[src/rtl/rom_fuse_pkg.sv]
// Shared types and defaults for the ROM fuse controller.
// Holds the controller FSM state encoding and the default parameter values
// (ROM address width, seal key, seal timeout) used by the interface and the top.
package rom_fuse_pkg;

  localparam int unsigned AddrWDefault       = 12;
  localparam logic [31:0] LockKeyDefault     = 32'hDEADDEAD;
  localparam int unsigned LockTimeoutDefault = 16;

  typedef enum logic [2:0] {
    StIdle,
    StRead,
    StResp,
    StKey,
    StWaitLock,
    StSealed,
    StFault
  } state_e;

endpackage

[src/rtl/rom_fuse_ctrl_if.sv]
// Bus bundle between the two ROM requesters, the ROM read port and the fuse.
//   req_valid/req_addr0/req_addr1 : read requests, held until granted
//   gnt/rsp_valid/rsp_data/rsp_err: one-hot grant, one-hot response, data, deny flag
//   rom_en/rom_addr/rom_data      : ROM read port (data one cycle after rom_en)
//   lock_req/reg0/locked          : seal request, key write to fuse REG0, fuse status
//   lock_done/lock_fault          : sticky seal-success / seal-timeout flags
// slave is the controller side, master is the requester/ROM/fuse side.
interface rom_fuse_ctrl_if
  import rom_fuse_pkg::*;
#(
  parameter int unsigned ADDR_W = AddrWDefault
);
  logic [1:0]        req_valid;
  logic [ADDR_W-1:0] req_addr0;
  logic [ADDR_W-1:0] req_addr1;
  logic [1:0]        gnt;
  logic [1:0]        rsp_valid;
  logic [31:0]       rsp_data;
  logic              rsp_err;
  logic              rom_en;
  logic [ADDR_W-1:0] rom_addr;
  logic [31:0]       rom_data;
  logic              lock_req;
  logic [31:0]       reg0;
  logic              locked;
  logic              lock_done;
  logic              lock_fault;

  modport slave (
    input  req_valid, req_addr0, req_addr1, rom_data, lock_req, locked,
    output gnt, rsp_valid, rsp_data, rsp_err, rom_en, rom_addr, reg0, lock_done, lock_fault
  );

  modport master (
    output req_valid, req_addr0, req_addr1, rom_data, lock_req, locked,
    input  gnt, rsp_valid, rsp_data, rsp_err, rom_en, rom_addr, reg0, lock_done, lock_fault
  );
endinterface

[src/rtl/rom_fuse_rr_arb.sv]
// Two-way round-robin arbiter.
//   clk_i, rst_i : clock, synchronous active-high reset
//   req_i        : request vector
//   update_i     : the grant is being taken this cycle; advance the pointer
//   gnt_o        : one-hot grant (combinational), zero when no request
// On a tie the requester not served last wins; the pointer resets to 1 so
// requester 0 wins the first tie.
module rom_fuse_rr_arb (
  input  logic       clk_i,
  input  logic       rst_i,
  input  logic [1:0] req_i,
  input  logic       update_i,
  output logic [1:0] gnt_o
);
  logic last_q, last_d;

  always_comb begin
    if (req_i == 2'b11) begin
      gnt_o = last_q ? 2'b01 : 2'b10;
    end else begin
      gnt_o = req_i;
    end
    last_d = last_q;
    if (update_i && (req_i != 2'b00)) begin
      last_d = gnt_o[1];
    end
  end

  always_ff @(posedge clk_i) begin
    if (rst_i) begin
      last_q <= 1'b1;
    end else begin
      last_q <= last_d;
    end
  end
endmodule

[src/rtl/rom_fuse_ctrl.sv]
// ROM fuse controller: arbitrates two requesters onto a ROM read port until boot
// completes, then seals the fuse by writing LOCK_KEY to REG0 and waiting for
// LOCKED. Once sealed (or timed out) every request is answered with an error.
//   clk, rst : clock, synchronous active-high reset
//   bus      : rom_fuse_ctrl_if.slave (requests, responses, ROM port, fuse)
// All outputs are registered except rsp_data, which forwards ROM data during
// the response cycle because the ROM returns it one cycle after rom_en.
module rom_fuse_ctrl
  import rom_fuse_pkg::*;
#(
  parameter int unsigned ADDR_W       = AddrWDefault,
  parameter logic [31:0] LOCK_KEY     = LockKeyDefault,
  parameter int unsigned LOCK_TIMEOUT = LockTimeoutDefault
) (
  input logic            clk,
  input logic            rst,
  rom_fuse_ctrl_if.slave bus
);
  localparam int unsigned CntW = (LOCK_TIMEOUT > 2) ? $clog2(LOCK_TIMEOUT) : 1;
  localparam logic [CntW-1:0] CntLast = CntW'(LOCK_TIMEOUT - 1);

  state_e            state_q, state_d;
  logic [1:0]        gnt_q, gnt_d;
  logic [1:0]        rsp_valid_q, rsp_valid_d;
  logic [1:0]        sel_q, sel_d;
  logic              rsp_err_q, rsp_err_d;
  logic              rom_en_q, rom_en_d;
  logic [ADDR_W-1:0] rom_addr_q, rom_addr_d;
  logic [31:0]       reg0_q, reg0_d;
  logic              lock_done_q, lock_done_d;
  logic              lock_fault_q, lock_fault_d;
  logic [CntW-1:0]   cnt_q, cnt_d;
  logic [1:0]        arb_gnt;
  logic              arb_update;

  rom_fuse_rr_arb u_arb (
    .clk_i    (clk),
    .rst_i    (rst),
    .req_i    (bus.req_valid),
    .update_i (arb_update),
    .gnt_o    (arb_gnt)
  );

  always_comb begin
    state_d      = state_q;
    gnt_d        = 2'b00;
    rsp_valid_d  = 2'b00;
    rsp_err_d    = 1'b0;
    rom_en_d     = 1'b0;
    rom_addr_d   = '0;
    reg0_d       = 32'h0;
    sel_d        = sel_q;
    lock_done_d  = lock_done_q;
    lock_fault_d = lock_fault_q;
    cnt_d        = cnt_q;
    arb_update   = 1'b0;

    unique case (state_q)
      StIdle: begin
        if (bus.locked) begin
          state_d     = StSealed;
          lock_done_d = 1'b1;
        end else if (bus.lock_req) begin
          state_d = StKey;
          reg0_d  = LOCK_KEY;
        end else if (bus.req_valid != 2'b00) begin
          state_d    = StRead;
          arb_update = 1'b1;
          gnt_d      = arb_gnt;
          sel_d      = arb_gnt;
          rom_en_d   = 1'b1;
          rom_addr_d = arb_gnt[1] ? bus.req_addr1 : bus.req_addr0;
        end
      end
      StRead: begin
        state_d     = StResp;
        rsp_valid_d = sel_q;
      end
      StResp: state_d = StIdle;
      StKey: begin
        state_d = StWaitLock;
        cnt_d   = '0;
      end
      StWaitLock: begin
        if (bus.locked) begin
          state_d     = StSealed;
          lock_done_d = 1'b1;
        end else begin
          cnt_d = cnt_q + 1'b1;
          if (cnt_d == CntLast) begin
            state_d      = StFault;
            lock_fault_d = 1'b1;
          end
        end
      end
      StSealed, StFault: begin
        // Skip the cycle right after a grant: the served requester still shows
        // its consumed request until it sees the grant pulse.
        if ((gnt_q == 2'b00) && (bus.req_valid != 2'b00)) begin
          arb_update  = 1'b1;
          gnt_d       = arb_gnt;
          rsp_valid_d = arb_gnt;
          rsp_err_d   = 1'b1;
        end
      end
      default: state_d = StIdle;
    endcase
  end

  always_ff @(posedge clk) begin
    if (rst) begin
      state_q      <= StIdle;
      gnt_q        <= 2'b00;
      rsp_valid_q  <= 2'b00;
      sel_q        <= 2'b00;
      rsp_err_q    <= 1'b0;
      rom_en_q     <= 1'b0;
      rom_addr_q   <= '0;
      reg0_q       <= 32'h0;
      lock_done_q  <= 1'b0;
      lock_fault_q <= 1'b0;
      cnt_q        <= '0;
    end else begin
      state_q      <= state_d;
      gnt_q        <= gnt_d;
      rsp_valid_q  <= rsp_valid_d;
      sel_q        <= sel_d;
      rsp_err_q    <= rsp_err_d;
      rom_en_q     <= rom_en_d;
      rom_addr_q   <= rom_addr_d;
      reg0_q       <= reg0_d;
      lock_done_q  <= lock_done_d;
      lock_fault_q <= lock_fault_d;
      cnt_q        <= cnt_d;
    end
  end

  assign bus.gnt        = gnt_q;
  assign bus.rsp_valid  = rsp_valid_q;
  assign bus.rsp_err    = rsp_err_q;
  assign bus.rsp_data   = ((rsp_valid_q != 2'b00) && !rsp_err_q) ? bus.rom_data : 32'h0;
  assign bus.rom_en     = rom_en_q;
  assign bus.rom_addr   = rom_addr_q;
  assign bus.reg0       = reg0_q;
  assign bus.lock_done  = lock_done_q;
  assign bus.lock_fault = lock_fault_q;
endmodule

[src/flat_wrapper.sv]
// flat-port wrapper written by rule: the top's interface ports become plain ports
module rom_fuse_ctrl_flat import rom_fuse_pkg::*;
#(
  parameter int unsigned ADDR_W       = AddrWDefault,
  parameter logic [31:0] LOCK_KEY     = LockKeyDefault,
  parameter int unsigned LOCK_TIMEOUT = LockTimeoutDefault
)
  (clk, rst, bus_req_valid, bus_req_addr0, bus_req_addr1, bus_rom_data, bus_lock_req, bus_locked, bus_gnt, bus_rsp_valid, bus_rsp_data, bus_rsp_err, bus_rom_en, bus_rom_addr, bus_reg0, bus_lock_done, bus_lock_fault);
  rom_fuse_ctrl_if #(.ADDR_W(ADDR_W)) bus_i ();
  input logic clk;
  input logic rst;
  input wire logic [$bits(bus_i.req_valid)-1:0] bus_req_valid;
  input wire logic [$bits(bus_i.req_addr0)-1:0] bus_req_addr0;
  input wire logic [$bits(bus_i.req_addr1)-1:0] bus_req_addr1;
  input wire logic [$bits(bus_i.rom_data)-1:0] bus_rom_data;
  input wire logic [$bits(bus_i.lock_req)-1:0] bus_lock_req;
  input wire logic [$bits(bus_i.locked)-1:0] bus_locked;
  output wire logic [$bits(bus_i.gnt)-1:0] bus_gnt;
  output wire logic [$bits(bus_i.rsp_valid)-1:0] bus_rsp_valid;
  output wire logic [$bits(bus_i.rsp_data)-1:0] bus_rsp_data;
  output wire logic [$bits(bus_i.rsp_err)-1:0] bus_rsp_err;
  output wire logic [$bits(bus_i.rom_en)-1:0] bus_rom_en;
  output wire logic [$bits(bus_i.rom_addr)-1:0] bus_rom_addr;
  output wire logic [$bits(bus_i.reg0)-1:0] bus_reg0;
  output wire logic [$bits(bus_i.lock_done)-1:0] bus_lock_done;
  output wire logic [$bits(bus_i.lock_fault)-1:0] bus_lock_fault;
  assign bus_i.req_valid = bus_req_valid;
  assign bus_i.req_addr0 = bus_req_addr0;
  assign bus_i.req_addr1 = bus_req_addr1;
  assign bus_i.rom_data = bus_rom_data;
  assign bus_i.lock_req = bus_lock_req;
  assign bus_i.locked = bus_locked;
  assign bus_gnt = bus_i.gnt;
  assign bus_rsp_valid = bus_i.rsp_valid;
  assign bus_rsp_data = bus_i.rsp_data;
  assign bus_rsp_err = bus_i.rsp_err;
  assign bus_rom_en = bus_i.rom_en;
  assign bus_rom_addr = bus_i.rom_addr;
  assign bus_reg0 = bus_i.reg0;
  assign bus_lock_done = bus_i.lock_done;
  assign bus_lock_fault = bus_i.lock_fault;
  rom_fuse_ctrl #(.ADDR_W(ADDR_W), .LOCK_KEY(LOCK_KEY), .LOCK_TIMEOUT(LOCK_TIMEOUT)) u_core (.clk(clk), .rst(rst), .bus(bus_i));
endmodule
[config.mk]
export PLATFORM = sky130hd
export DESIGN_NAME = rom_fuse_ctrl_flat
export DESIGN_NICKNAME = d
export VERILOG_FILES = /design/src/rtl/rom_fuse_pkg.sv /design/src/rtl/rom_fuse_ctrl_if.sv /design/src/rtl/rom_fuse_rr_arb.sv /design/src/rtl/rom_fuse_ctrl.sv /design/src/flat_wrapper.sv
export SDC_FILE = /design/constraint.sdc
export NUM_CORES = 1
export LEC_CHECK = 0
export ABC_AREA = 1
export BUFFER_PORTS_ARGS = -buffer_cell sky130_fd_sc_hd__buf_2
export CORE_MARGIN = 10
export CORE_UTILIZATION = 36
export CTS_CLUSTER_DIAMETER = 120
export DETAILED_ROUTE_END_ITERATION = 7
export HOLD_SLACK_MARGIN = 0.03
export PLACE_DENSITY = 0.77
export SETUP_SLACK_MARGIN = 0.5
export SKIP_CTS_REPAIR_TIMING = 1
export SYNTH_ARGS = -nofsm -noshare
export SYNTH_HDL_FRONTEND = slang
export SYNTH_HIERARCHICAL = 1
export SYNTH_SLANG_ARGS = --single-unit
[constraint.sdc]
create_clock -name clk -period 1.2 [get_ports clk]
set_input_delay 0.12 -clock clk [delete_from_list [all_inputs] [get_ports clk]]
set_output_delay 0.12 -clock clk [all_outputs]
set_load 0.03 [all_outputs]
==> results.py, run 1 <==
metrics = {
    "die": {
        "start_util_pct": 38.0,
        "die_y_um": 91.5,
        "core_mm2": 0.00485,
        "num_rows": 25,
        "dieWidth_um": 91.5,
        "io_pins": 146,
        "dieArea_mm2": 0.00837,
    },
    "critical_path": {
        "crit_buf_inv": 2,
        "worst_path_max_delay_cell": "dfxtp_4",
        "crit_family": "buffers and inverters",
        "startpoint_type": "register",
        "cp_cell_sequence": "o21bai_4, buf_4, nor2_4, buf_2",
        "required_ns": 1.08,
        "worstPathArrival_ns": 1.32,
        "critPathKind": "register to primary output",
        "end_kind": "primary output",
        "cpPeakStageDelay_ns": 0.34,
        "crit_fanout": 6,
    },
    "timing": {
        "setup_viol": 55,
        "min_period_ns": 1.44,
        "fmax_mhz": 696,
        "rsz0062_at_grt": "true",
        "slew_headroom_pct": 58.9,
        "worst_pin_slew_ns": 0.616,
        "finalHoldViolations": 0,
        "slew_viol_final": 0,
        "skew_ns": 0.00315,
        "finalWorstSetupSlack_ns": -0.238,
        "min_period_over_period_pct": 120,
    },
    "logic_synthesis": {
        "avgSynthCellArea_um2": 6.62,
        "synth_top_area_share_pct": 33.7,
        "ys_types": 24,
        "netlist_area_mm2": 0.00184,
        "synthCells": 278,
        "seq_area_frac_synth_pct": 33.7,
        "yosys.area.top_type": "dfxtp_1",
        "synth_area_leaders": "dfxtp_1, buf_4, inv_1",
        "yosysWarnings": 6,
        "ys_seq_elements": 31,
    },
    "cells_and_area": {
        "regArea_um2": 664,
        "design_area_mm2": 0.00353,
        "final_nets": 485,
        "layout-drive-gt1-share_pct": 65.3,
        "multiInputGateArea_mm2": 0.00121,
        "area_growth_pct": 92.0,
        "num-fill-cells": 356,
        "antenna_cells": 0,
        "post-route-util_pct": 72.9,
    },
    "run": {
        "cap_violations": 0,
    },
    "power_and_ir_drop": {
        "p_per_area_mw_per_mm2": 1500,
        "worst_ir_drop_vdd_uv": 1170,
        "power.leakage_uw": 0.00183,
    },
    "cts": {
        "clock-sinks": 31,
        "cts_max_path_buffers": 2,
        "clk_latency_ns": 0.29,
        "cts_buffers": 5,
        "clockRootBuffer": "clkbuf_8",
        "cts_tree": "yes",
        "htree_levels": 2,
        "clkTransAtPathRegs_ns": 0.06,
    },
    "detailed_routing": {
        "drt-pass1-iter-count": 4,
        "drc": 0,
        "vias": 2183,
        "ant_nets": 0,
        "finalWirelength_um": 7540,
        "avgViaCountPerCell": 4.47,
        "dr.first_iter.drc_count": 70,
        "route.detailed.wl_per_inst_um": 15.5,
    },
    "place": {
        "gp_congestion": 0.888,
        "portBuffers": 135,
        "dpl_cell_area_mm2": 0.00286,
        "dp_hpwl_um": 5310,
        "pre_cts_ws_ns": -0.0793,
    },
    "global_route": {
        "grt_pass1_wl_um": 10100,
        "antenna_found_initial": 0,
        "track_usage_pct": 14.3,
        "overflow": 0,
        "grt_pass1_vias": 2040,
        "grt_max_degree": 23,
    },
    "min_path": {
        "hold_path_class": "input pin to register",
    },
    "run_status": {
        "run_status": "finished, violations left",
        "violations": "setup timing",
    },
}
-- sequential cells by signal (all words and copies together), names as in the netlist --
signal                 flops
u_core/bus.lock_done       1
u_core/bus.rsp_valid       2
u_core/state_q             3
u_core/cnt_q               4
u_core/bus.rom_addr       12
u_core/bus.rom_en          1
u_core/sel_q               2
u_core/bus.lock_fault      1
u_core/bus.gnt             2
u_core/bus.rsp_err         1
u_core/bus.reg0            1
u_core/u_arb/last_q        1
-- logic make-up after synthesis --
| logic type | Yosys count | share of synthesized area (%) |
|---|---|---|
| AND/OR/NAND/NOR | 115 | 26.9 |
| AO/OA/AOI/OAI | 38 | 12.6 |
| adder cells (fa/ha/maj) | 2 | 1.36 |
| flip-flops | 31 | 33.7 |
| buffers and inverters | 91 | 25.3 |
| other | 1 | 0.204 |
-- cell usage in the layout, fill, tap and decap left out, types with 2 or more instances in the layout --
| cell type | n |
|---|---|
| buf_4 | 20 |
| buf_8 | 11 |
| nand3_2 | 4 |
| o21ai_4 | 2 |
| dfxtp_4 | 5 |
| buf_6 | 38 |
| conb_1 | 10 |
| dfxtp_2 | 20 |
| buf_2 | 91 |
| inv_2 | 4 |
| clkbuf_8 | 6 |
| dfxtp_1 | 6 |
| nand2_4 | 2 |
| nor3_2 | 4 |
| a21oi_2 | 15 |
| nor2_1 | 17 |
| nor2_4 | 35 |
| nand3_1 | 3 |
| o21ai_1 | 5 |
| a21oi_1 | 9 |
| buf_12 | 3 |
| o21ai_0 | 3 |
| nand2_8 | 2 |
| nand2_1 | 40 |
| nand2_2 | 4 |
| inv_1 | 48 |
-- cell usage after synthesis --
cell type,count
nor2_1,52
nand2_4,2
nand3_1,7
a21oi_2,9
a21oi_1,15
nand4_1,1
nor3_1,4
nor2_4,1
buf_6,1
o21ai_0,9
nand2_1,45
buf_4,31
clkbuf_1,6
nor3b_4,1
a21boi_1,1
dfxtp_1,31
nand3_2,1
and2_1,1
conb_1,1
inv_1,53
o21ai_1,2
o21bai_1,1
o21a_1,1
ha_1,2
-- path summary, 6_finish.rpt --
path / start / to / slack (ns) / cells after the start
max reg2reg: u_core/state_q[0] / u_core/sel_q[0] / -0.14 / 7
max: u_core/bus.rsp_err / bus_rsp_data[30] / -0.24 / 4
min: bus_req_addr0[6] / u_core/bus.rom_addr[6] / 0.07 / 3
min reg2reg: u_core/u_arb/last_q / u_core/u_arb/last_q / 0.50 / 2
-- routing by layer --
metal	global-route usage (%)	vias to the layer above	part of all wire, %
met5	0	-	0
met4	4.70	0	2.0
met3	5.84	14	7.7
met2	25.1	100	55
met1	15.1	989	36
li1	-	1080	-
-- power by group --
| part | leakage [µW] | internal (µW) | total (µW) | switching, µW |
|---|---|---|---|---|
| logic | 0.00152 | 1250 | 3100 | 1850 |
| clock network | 0.0000470 | 449 | 830 | 381 |
| registers | 0.000265 | 1230 | 1390 | 161 |
-- layout make-up --
type	instances	share of cell area (%)
multi-input combinational	166	34.3
timing repair buffer	164	36.3
tap	67	2.37
sequential	31	18.8
clock inverter	1	0.142
inverter	53	5.70
clock buffer	6	2.34
-- tightest hold or removal path: cells and delay by family --
kind / cells / cell delay, ns
simple gates: 1 / 0.07
buf+inv: 1 / 0.09
compound gates: 1 / 0.04
-- stage by stage --
| step | hold slack [ns] | power [µW] | cells | setup TNS, ns |
|---|---|---|---|---|
| 3_3_place_gp | 0.376 | 3700 | 472 | -0.247 |
| 3_5_place_dp | 0.382 | 3760 | 472 | -1.08 |
| 5_1_grt | 0.0713 | 5610 | 488 | -11.15 |
| 6_report | 0.0724 | 5310 | 488 | -7.59 |
| 4_1_cts | 0.0774 | 4600 | 479 | -8.57 |
| 2_1_floorplan | 0.226 | 3200 | 287 | -0.918 |
(Power assumes the default switching activity.)
==> run 2, diff against run 1 <==
--- a/config.mk
+++ b/config.mk
@@ -13,7 +13,6 @@
 export DETAILED_ROUTE_END_ITERATION = 7
 export HOLD_SLACK_MARGIN = 0.03
 export PLACE_DENSITY = 0.77
-export SETUP_SLACK_MARGIN = 0.5
 export SKIP_CTS_REPAIR_TIMING = 1
 export SYNTH_ARGS = -nofsm -noshare
 export SYNTH_HDL_FRONTEND = slang
==> constraint.sdc (replaced) <==
create_clock -name clk -period 1.3 [get_ports clk]
set_input_delay 0.13 -clock clk [delete_from_list [all_inputs] [get_ports clk]]
set_output_delay 0.13 -clock clk [all_outputs]
set_load 0.03 [all_outputs]
==> results.py, run 2 (synthesized netlist as in run 1, its figures left out) <==
metrics = {
    "critical_path": {
        "startpoint_type": "register",
        "worst_path_max_delay_cell": "dfxtp_1",
        "crit_family": "buffers and inverters",
        "r2r-start": "u_core/state_q[1]",
        "crit_buf_inv": 2,
        "r2r-end": "u_core/u_arb/last_q",
        "crit_fanout": 16,
        "cpPeakStageDelay_ns": 0.31,
        "required_ns": 1.17,
        "worstPathArrival_ns": 1.28,
        "ff2ff_path_depth": 9,
        "rrSetupSlack_ns": -0.03,
        "end_kind": "primary output",
        "critPathKind": "register to primary output",
        "cp_cell_sequence": "o21bai_4, clkbuf_16, nor2_2, buf_2",
    },
    "timing": {
        "rsz0062_at_grt": "true",
        "slew_viol_final": 0,
        "min_period_over_period_pct": 108,
        "fmax_mhz": 711,
        "skew_ns": 0.00417,
        "finalWorstSetupSlack_ns": -0.106,
        "setup_viol": 33,
        "min_period_ns": 1.41,
        "finalHoldViolations": 0,
    },
    "power_and_ir_drop": {
        "power.leakage_uw": 0.00170,
        "p_per_area_mw_per_mm2": 1430,
        "power.total_uw": 4140,
        "worst_ir_drop_vdd_uv": 968,
    },
    "run_status": {
        "run_status": "finished, violations left",
        "violations": "setup timing",
    },
    "detailed_routing": {
        "avgViaCountPerCell": 4.31,
        "route.detailed.wl_per_inst_um": 13.6,
        "finalWirelength_um": 6500,
        "ant_nets": 0,
        "drc": 0,
        "drt-pass1-iter-count": 4,
        "vias": 2062,
        "dr.first_iter.drc_count": 25,
    },
    "cells_and_area": {
        "area_growth_pct": 57.4,
        "regArea_um2": 634,
        "largest_reg_flops": 12,
        "final_common_cell": "buf_2",
        "antenna_cells": 0,
        "final_nets": 474,
        "final_cell_mix": "buf_2, inv_1, nand2_1",
        "design_area_mm2": 0.00290,
        "multiInputGateArea_um2": 977,
        "num-fill-cells": 448,
        "layout-drive-gt1-share_pct": 56.0,
    },
    "global_route": {
        "grt_pass1_wl_um": 9160,
        "grt_max_degree": 33,
        "track_usage_pct": 13.1,
        "overflow": 0,
        "antenna_found_initial": 0,
        "grt_pass1_vias": 1838,
    },
    "die": {
        "start_util_pct": 38.0,
        "dieArea_mm2": 0.00837,
        "dieWidth_um": 91.5,
        "core_mm2": 0.00485,
        "die_y_um": 91.5,
        "io_pins": 146,
        "num_rows": 25,
    },
    "run": {
        "cap_violations": 0,
    },
    "cts": {
        "cts_tree": "yes",
        "cts_max_path_buffers": 2,
        "htree_levels": 2,
        "clockRootBuffer": "clkbuf_8",
        "cts_buffers": 5,
        "clock-sinks": 31,
        "clk_latency_ns": 0.28,
        "clkTransAtPathRegs_ns": 0.06,
    },
    "min_path": {
        "whs_endpoint": "u_core/bus.rom_addr[11]",
        "min_path_cells": 3,
        "hold_path_class": "input pin to register",
        "hp-start": "bus_req_addr0[11]",
    },
    "place": {
        "dp_hpwl_um": 4990,
        "portBuffers": 135,
        "dpl_cell_area_mm2": 0.00256,
        "gp_congestion": 0.820,
    },
}
run 2: cell count changes in the layout (fill, tap and decap cells not counted), sizes merged:
cell,before,now
buf,163,152
clkbuf,7,8
run 2: where the power goes:
part | switching [µW] | total [µW] | internal [µW]
registers | 166 | 1290 | 1130
clock network | 341 | 715 | 375
logic | 1360 | 2130 | 776
total | 1870 | 4140 | 2280
run 2: worst max-delay path by stage:
stage	slack, ns	end	start	cells after the start
after floorplan	-0.04	bus_rsp_data[10]	u_core/bus.rsp_valid[1]	3
after global placement	0.01	u_core/u_arb/last_q	u_core/state_q[0]	8
after detailed placement	-0.03	u_core/bus.rom_addr[3]	u_core/state_q[0]	5
after CTS	-0.12	bus_rsp_data[31]	u_core/bus.rsp_valid[1]	4
after global routing	-0.16	bus_rsp_data[30]	u_core/bus.rsp_err	4
final	-0.11	bus_rsp_data[30]	u_core/bus.rsp_err	4
run 2: layout make-up:
cell class / count / share of cell area [%]
clock buffer: 7 / 2.63
multi-input combinational: 166 / 33.7
inverter: 53 / 6.87
clock inverter: 1 / 0.173
timing repair buffer: 153 / 31.8
tap: 67 / 2.89
sequential: 31 / 21.9
run 2: worst min-delay path, cell delays in order:
cell	delay (ns)
buf_2	0.09
nand2_1	0.07
a21oi_2	0.05
run 2: through the flow:
step | hold WS (ns) | cells | TNS (ns) | worst slack [ns] | util [%]
2_1_floorplan | 0.236 | 287 | -1.31 | -0.0436 | -
3_3_place_gp | 0.382 | 463 | 0 | 0.0128 | 52.8
3_5_place_dp | 0.389 | 463 | -0.114 | -0.0324 | 52.8
4_1_cts | 0.0797 | 471 | -4.85 | -0.125 | 54.5
5_1_grt | 0.0831 | 478 | -4.62 | -0.160 | 59.7
6_report | 0.0963 | 478 | -2.22 | -0.106 | 59.7
run 2: layer usage:
layer | part of all wire, % | vias up | global-route usage [%]
li1 | - | 1062 | -
met1 | 38 | 896 | 13.8
met2 | 51 | 99 | 22.8
met3 | 10 | 5 | 6.42
met4 | 0.60 | 0 | 3.52
met5 | 0 | - | 0
==> run 3, diff against run 2 <==
--- a/config.mk
+++ b/config.mk
@@ -13,6 +13,7 @@
 export DETAILED_ROUTE_END_ITERATION = 7
 export HOLD_SLACK_MARGIN = 0.03
 export PLACE_DENSITY = 0.77
+export RECOVER_POWER = 25
 export SKIP_CTS_REPAIR_TIMING = 1
 export SYNTH_ARGS = -nofsm -noshare
 export SYNTH_HDL_FRONTEND = slang
==> results.py, run 3 (synthesized netlist as in run 1, its figures left out) <==
metrics = {
    "detailed_routing": {
        "avgViaCountPerCell": 4.34,
        "route.detailed.wl_per_inst_um": 13.6,
        "finalWirelength_um": 6520,
        "ant_nets": 0,
        "drc": 0,
        "vias": 2073,
        "dr.first_iter.drc_count": 23,
        "drt-pass1-iter-count": 4,
    },
    "critical_path": {
        "crit_buf_inv": 2,
        "worst_path_max_delay_cell": "dfxtp_1",
        "crit_fanout": 16,
        "worstPathArrival_ns": 1.28,
        "rrSetupSlack_ns": -0.03,
        "cpPeakStageDelay_ns": 0.31,
        "startpoint_type": "register",
        "cp_cell_sequence": "o21bai_4, clkbuf_16, nor2_2, buf_2",
        "critPathKind": "register to primary output",
        "crit_family": "buffers and inverters",
        "end_kind": "primary output",
        "required_ns": 1.17,
    },
    "cts": {
        "clock-sinks": 31,
        "clkTransAtPathRegs_ns": 0.07,
        "htree_levels": 2,
        "cts_tree": "yes",
        "cts_max_path_buffers": 2,
        "clockRootBuffer": "clkbuf_8",
        "clk_latency_ns": 0.28,
        "cts_buffers": 5,
    },
    "run_status": {
        "run_status": "finished, violations left",
        "violations": "setup timing",
    },
    "timing": {
        "min_period_over_period_pct": 108,
        "tns_ns": -2.23,
        "finalHoldViolations": 0,
        "finalWorstSetupSlack_ns": -0.106,
        "rsz0062_at_grt": "true",
        "slew_viol_final": 0,
        "skew_ns": 0.00617,
        "min_period_ns": 1.41,
        "setup_viol": 33,
        "fmax_mhz": 711,
    },
    "global_route": {
        "track_usage_pct": 13.1,
        "grt_pass1_wl_um": 9160,
        "grt_max_degree": 33,
        "grt_pass1_vias": 1838,
        "antenna_found_initial": 0,
        "overflow": 0,
    },
    "die": {
        "io_pins": 146,
        "dieArea_mm2": 0.00837,
        "start_util_pct": 38.0,
        "num_rows": 25,
        "core_mm2": 0.00485,
        "dieWidth_um": 91.5,
        "die_y_um": 91.5,
    },
    "cells_and_area": {
        "layout-drive-gt1-share_pct": 52.8,
        "largest_reg_flops": 12,
        "antenna_cells": 0,
        "final_common_cell": "buf_2",
        "final_nets": 474,
        "design_area_mm2": 0.00288,
        "final_cell_mix": "buf_2, inv_1, nand2_1",
        "area_growth_pct": 56.5,
    },
    "place": {
        "dpl_cell_area_mm2": 0.00256,
        "gp_congestion": 0.820,
        "dp_hpwl_um": 4990,
        "portBuffers": 135,
    },
    "min_path": {
        "hold_path_class": "input pin to register",
    },
    "power_and_ir_drop": {
        "worst_ir_drop_vdd_uv": 967,
        "power.leakage_uw": 0.00165,
        "p_per_area_mw_per_mm2": 1440,
    },
    "run": {
        "cap_violations": 0,
    },
}
run 3: cell types whose count changed in the layout (fill, tap and decap cells not counted):
cell,previous run,this run
buf_2,124,111
clkbuf_1,2,15
run 3: metal layers:
layer	global-route usage [%]	share of wire, %	wire length (µm)
met5	0	0	0
met4	3.52	0.60	39
met3	6.42	10	667
met2	22.8	51	3340
met1	13.8	38	2470
run 3: area by class of cell:
type | count | area [µm²]
well taps | 67 | 83.8
flip-flops and latches | 31 | 634
fillers | 450 | 1970
multi-input cells | 166 | 977
inverters | 53 | 199
clock buffers | 7 | 76.3
clock inverters | 1 | 5.00
repair buffers | 153 | 905
run 3: per-stage QoR:
step	hold slack (ns)	util, %	setup slack (ns)	std cells	total power [µW]
global route	0.0831	59.4	-0.160	478	4410
detailed placement	0.389	52.8	-0.0324	463	3160
CTS	0.0797	54.5	-0.125	471	3890
global placement	0.382	52.8	0.0128	463	3120
floorplan	0.236	-	-0.0436	287	2660
finish	0.0939	59.4	-0.106	478	4140
run 3: final timing paths:
kind	cells past startpoint	startpoint	end
worst max-delay path	4	u_core/bus.rsp_err	bus_rsp_data[30]
worst max register to register	9	u_core/state_q[1]	u_core/u_arb/last_q
worst min register to register	1	u_core/bus.lock_fault	u_core/bus.lock_fault
worst min-delay path	3	bus_req_addr0[11]	u_core/bus.rom_addr[11]
run 3: worst register-to-register path, stage by stage, from the launching register on:
cell	delay, ns
dfxtp_4	0.36
nor2_4	0.16
nand2_4	0.08
nor3b_4	0.18
buf_6	0.15
a21oi_2	0.04
inv_1	0.07
o21ai_1	0.06
nand2_1	0.07
nand3_2	0.05
run 3: power breakdown:
| group | internal [µW] | leakage (µW) | total (µW) | switching [µW] |
|---|---|---|---|---|
| logic | 770 | 0.00135 | 2130 | 1360 |
| clock network | 375 | 0.0000422 | 718 | 344 |
| registers | 1130 | 0.000255 | 1290 | 166 |
